--- src/rtl/priority_encoder_scan.sv ---
// Sequential priority encoder: accepts a request vector, then emits the index
// of every set bit, one beat per transfer, MSB-first or LSB-first.
module priority_encoder_scan #(
    parameter  int WIDTH = 8,
    localparam int IDX_W = $clog2(WIDTH),
    localparam int CNT_W = $clog2(WIDTH + 1)
) (
    input  logic             clk,
    input  logic             rst_n,
    input  logic             in_valid,
    output logic             in_ready,
    input  logic [WIDTH-1:0] D,
    input  logic             mode,
    output logic             out_valid,
    input  logic             out_ready,
    output logic [IDX_W-1:0] B,
    output logic             out_last,
    output logic             out_zero,
    output logic [CNT_W-1:0] count
);

    typedef enum logic {IDLE, SCAN} state_t;

    state_t           state_q, state_d;
    logic [WIDTH-1:0] pend_q, pend_d;
    logic             mode_q, mode_d;
    logic [CNT_W-1:0] count_q, count_d;
    logic             zero_q, zero_d;

    logic [IDX_W-1:0] idx;
    logic             single;
    logic [CNT_W-1:0] popcnt;
    logic             accept, xfer;

    // Winner search over the registered vector only; D never reaches B.
    always_comb begin
        idx = '0;
        if (!mode_q) begin
            for (int i = 0; i < WIDTH; i++)
                if (pend_q[i]) idx = IDX_W'(i);
        end else begin
            for (int i = WIDTH - 1; i >= 0; i--)
                if (pend_q[i]) idx = IDX_W'(i);
        end
    end

    // At most one bit left: clearing the lowest set bit leaves nothing.
    assign single = ((pend_q & (pend_q - WIDTH'(1))) == '0);

    always_comb begin
        popcnt = '0;
        for (int i = 0; i < WIDTH; i++)
            popcnt = popcnt + CNT_W'(D[i]);
    end

    assign out_valid = (state_q == SCAN);
    assign B         = out_valid ? idx : '0;
    assign out_last  = out_valid & single;
    assign out_zero  = zero_q;
    assign count     = count_q;

    assign xfer     = out_valid & out_ready;
    assign in_ready = (state_q == IDLE) | (xfer & out_last);
    assign accept   = in_valid & in_ready;

    always_comb begin
        state_d = state_q;
        pend_d  = pend_q;
        mode_d  = mode_q;
        count_d = count_q;
        zero_d  = zero_q;
        if (accept) begin
            // Also covers back-to-back: a new vector replaces the finished one.
            state_d = SCAN;
            pend_d  = D;
            mode_d  = mode;
            count_d = popcnt;
            zero_d  = (D == '0);
        end else if (xfer) begin
            pend_d = pend_q & ~(WIDTH'(1) << idx);
            if (single) state_d = IDLE;
        end
    end

    always_ff @(posedge clk or negedge rst_n) begin
        if (!rst_n) begin
            state_q <= IDLE;
            pend_q  <= '0;
            mode_q  <= 1'b0;
            count_q <= '0;
            zero_q  <= 1'b0;
        end else begin
            state_q <= state_d;
            pend_q  <= pend_d;
            mode_q  <= mode_d;
            count_q <= count_d;
            zero_q  <= zero_d;
        end
    end

endmodule

--- config.mk ---
export PLATFORM = sky130hd
export DESIGN_NAME = priority_encoder_scan
export DESIGN_NICKNAME = d
export VERILOG_FILES = /design/src/rtl/priority_encoder_scan.sv
export SDC_FILE = /design/constraint.sdc
export NUM_CORES = 1
export LEC_CHECK = 0
export BUFFER_PORTS_ARGS = -buffer_cell sky130_fd_sc_hd__buf_4
export CORE_MARGIN = 2
export CORE_UTILIZATION = 61
export CTS_BUF_LIST = sky130_fd_sc_hd__clkbuf_8
export CTS_CLUSTER_DIAMETER = 30
export DETAILED_ROUTE_END_ITERATION = 6
export GPL_TIMING_DRIVEN = 0
export PLACE_DENSITY = 0.91
export SLEW_MARGIN = 20
export SYNTH_ARGS = -nofsm -noshare
export SYNTH_HDL_FRONTEND = slang
export SYNTH_SLANG_ARGS = --single-unit
--- constraint.sdc ---
create_clock -name clk -period 3.1 [get_ports clk]
set_clock_uncertainty 0.15 [all_clocks]
set_input_delay 0.62 -clock clk [delete_from_list [all_inputs] [get_ports clk]]
set_output_delay 0.62 -clock clk [all_outputs]
set_load 0.01 [all_outputs]
==> impl_metrics.env <==
export IMPL_slowest_stage="fa_1"
export IMPL_syn_area_per_cell_um2=9.61
export IMPL_busiest_layer="met2"
export IMPL_hold_viol_final=0
export IMPL_ys_seq_area_frac=0.294
export IMPL_grt_util_met3=0.0576
export IMPL_ant_nets=0
export IMPL_io_pins=24
export IMPL_fin_util=0.786
export IMPL_outcome="finished with violations"
export IMPL_synthArstFlopShare=1.00
export IMPL_area_delta_synth_final_pct=20.8
export IMPL_synth_top_cell_by_area="dfrtp_1"
export IMPL_end_kind="flop"
export IMPL_diodes=0
export IMPL_antenna_found_initial=0
export IMPL_crit_path_frequent_cell="fa_1"
export IMPL_synthCells=133
export IMPL_syn_num_nets=154
export IMPL_dr_pass1_iters=4
export IMPL_post_cts_buffers=0
export IMPL_synth_top_cell_area_share=0.294
export IMPL_finalWorstSetupSlack_ns=-0.144
export IMPL_use_met1=0.354
export IMPL_path_max_fanout=2
export IMPL_viasPerCell=6.10
export IMPL_htreeDepth=1
export IMPL_drc=0
export IMPL_start_kind="input port"
export IMPL_ys_types=44
export IMPL_wirelength_um=2940
export IMPL_finalNetCount=182
export IMPL_synth_seq_cells=15
export IMPL_clk_pin_slew_worst_paths_ns=0.06
export IMPL_setup_viol=2
export IMPL_synth_area_um2=1280
export IMPL_cts_tree="yes"
export IMPL_maxSlewHeadroom=0.724
export IMPL_crit_cells=11
export IMPL_max_stage_delay_ns=0.53
export IMPL_fp_dieArea_um2=2480
export IMPL_die_w_um=49.8
export IMPL_ff2ff_path_depth=7
export IMPL_gp_congestion=0.891
export IMPL_row_count=16
export IMPL_numCtsBuffers=3
export IMPL_cap_violations=0
export IMPL_fillerInstances=151
export IMPL_critical_path_class="input port to flop"
export IMPL_power_density_nw_per_um2=1100
export IMPL_numClockSinks=15
export IMPL_drive_above_1_share=0.319
export IMPL_fp_dieH_um=49.8
export IMPL_grt_pass1_wl_um=5130
export IMPL_leakage_nw=0.731
export IMPL_post_drt_wl_per_cell_um=15.7
export IMPL_final_period_utilization=1.05
export IMPL_place_port_buffers=23
export IMPL_met2_usage=0.460
export IMPL_clkLatencyLatePin_ns=0.25
export IMPL_initial_core_util=0.651
export IMPL_violations="negative setup slack"
export IMPL_grt_max_degree=16
export IMPL_crit_chain="buf_6 > fa_1 > inv_1 > fa_1 > fa_1 > inv_1 > ha_2 > inv_2 > fa_2 > xnor2_1 > mux2_4"
export IMPL_gr_total_overflow=0
export IMPL_core_area_um2=1960
export IMPL_min_period_ns=3.24
export IMPL_pre_cts_ws_ns=-0.435
export IMPL_rsz0062_at_grt="true"
export IMPL_crit_arrival_ns=3.23
export IMPL_synth_edf_count=0
export IMPL_hp_class="input port to async pin"
export IMPL_hpwl_um=2290
export IMPL_finalMaxSlewViolations=0
export IMPL_ys_top_cells_by_area="dfrtp_1, fa_1, mux2_4, inv_1, o31ai_1"
export IMPL_dr_first_iter_drc_count=41
export IMPL_cp_top_family="adder cells"
export IMPL_track_usage=0.271
export IMPL_vias=1141
export IMPL_root_buffer="clkbuf_8"
export IMPL_ir_drop_v=0.000744
export IMPL_yosys_warnings=0
export IMPL_path_buf_inv=4
export IMPL_timing_fmax_mhz=308
export IMPL_cp_required_ns=3.09
export IMPL_first_global_vias=1080
export IMPL_clock_tree_buffer_depth=2
export IMPL_synth_ff_type="dfrtp_1"
export IMPL_worstMarginPinSlew_ns=0.414
final cells by class:
cell class                 count  area (µm²)  share of cell area
tap                           27        33.8              0.0219
inverter                      19        71.3              0.0462
clock inverter                 1        5.00             0.00324
timing repair buffer          23         180               0.117
clock buffer                   3        41.3              0.0268
sequential                    15         375               0.243
buffer                         8        65.1              0.0422
multi-input combinational     91         771               0.500
kinds of logic (layout without fill, tap and decap cells):
kind of cell | Yosys count | count (layout) | share of synthesized area
multiplexers | 10 | 10 | 0.0979
buffers and inverters | 27 | 54 | 0.107
adder cells (fa/ha/maj) | 8 | 8 | 0.102
XOR/XNOR | 1 | 1 | 0.00686
flip-flops | 15 | 15 | 0.294
AND/OR/NAND/NOR | 33 | 33 | 0.174
AO/OA/AOI/OAI | 39 | 39 | 0.218
layout by cell type (no fill, tap or decap), types with 4 or more instances in the layout:
master    synthesis  routed
mux2i_1           5       5
buf_4             3      24
a211oi_1          4       4
a21oi_1          10      10
dfrtp_1          15      15
buf_6             3       5
o21ai_0           4       4
nand4_1           5       5
o31ai_1           9       9
mux2_4            5       5
nor2_1            7       7
inv_1            19      18
registers in the layout, indices dropped and copies added (netlist names):
signal / flops
mode_q: 1
count: 4
pend_q: 8
out_zero: 1
out_valid: 1
where the power goes:
part / internal, W / leakage (nW) / total (W) / switching, W
registers: 0.000283 / 0.186 / 0.000355 / 0.0000718
clock network: 0.0000891 / 0.0255 / 0.000160 / 0.0000705
logic: 0.000535 / 0.519 / 0.00117 / 0.000639
total: 0.000908 / 0.731 / 0.00169 / 0.000782
worst register-to-register path: cells and delay by family (launching register included):
| family | cells | cell delay, ns |
|---|---|---|
| muxes | 1 | 0.31 |
| DFF | 1 | 0.37 |
| and+or+nand+nor | 3 | 0.59 |
| AOI/OAI and AO/OA | 1 | 0.32 |
| buffers and inverters | 2 | 0.34 |
Yosys cell counts (2+ instances only):
master    instances
inv_1            19
or3_1             2
o31ai_1           9
o21ai_0           4
ha_1              4
mux2i_1           5
dfrtp_1          15
nor2_1            7
a211oi_1          4
o21a_1            2
buf_6             3
mux2_4            5
fa_1              4
nand4_1           5
nor2b_1           3
nor3_1            2
a21o_1            2
a21oi_1          10
buf_4             3
metal layers:
layer  vias up  wire length (µm)
met5         -                 0
met4         0                31
met3         7               165
met2        44              1500
met1       551              1240
li1        539                 -
metrics by stage:
stage	instances	total power, W	hold WS [ns]	cell area, µm²	setup TNS, ns
2_1_floorplan	133	0.00117	0.174	1280	-0.228
3_3_place_gp	183	0.00147	0.329	1490	-0.704
3_5_place_dp	183	0.00151	0.331	1490	-0.881
4_1_cts	187	0.00168	0.0622	1540	-0.143
5_1_grt	187	0.00182	0.0664	1540	-0.262
6_report	187	0.00169	0.0585	1540	-0.148
path summary, 6_finish.rpt:
path	start	endpoint	slack (ns)
worst min-delay path	rst_n	count[3]$_DFFE_PN0P_	0.06
worst max-delay path	D[0]	count[2]$_DFFE_PN0P_	-0.14
worst min register to register	count[3]$_DFFE_PN0P_	count[3]$_DFFE_PN0P_	0.37
worst max register to register	pend_q[5]$_DFFE_PN0P_	count[2]$_DFFE_PN0P_	0.92
max in group asynchronous	rst_n	pend_q[1]$_DFFE_PN0P_	2.57
min in group clk	count[3]$_DFFE_PN0P_	count[3]$_DFFE_PN0P_	0.37
what timing repair did:
| item | 4_1_cts | 5_1_grt |
|---|---|---|
| setup endpoints to repair | 2 | 2 |
| gates resized for setup | 4 | 0 |
| hold buffers | 0 | 0 |
(Power assumes the default switching activity.)
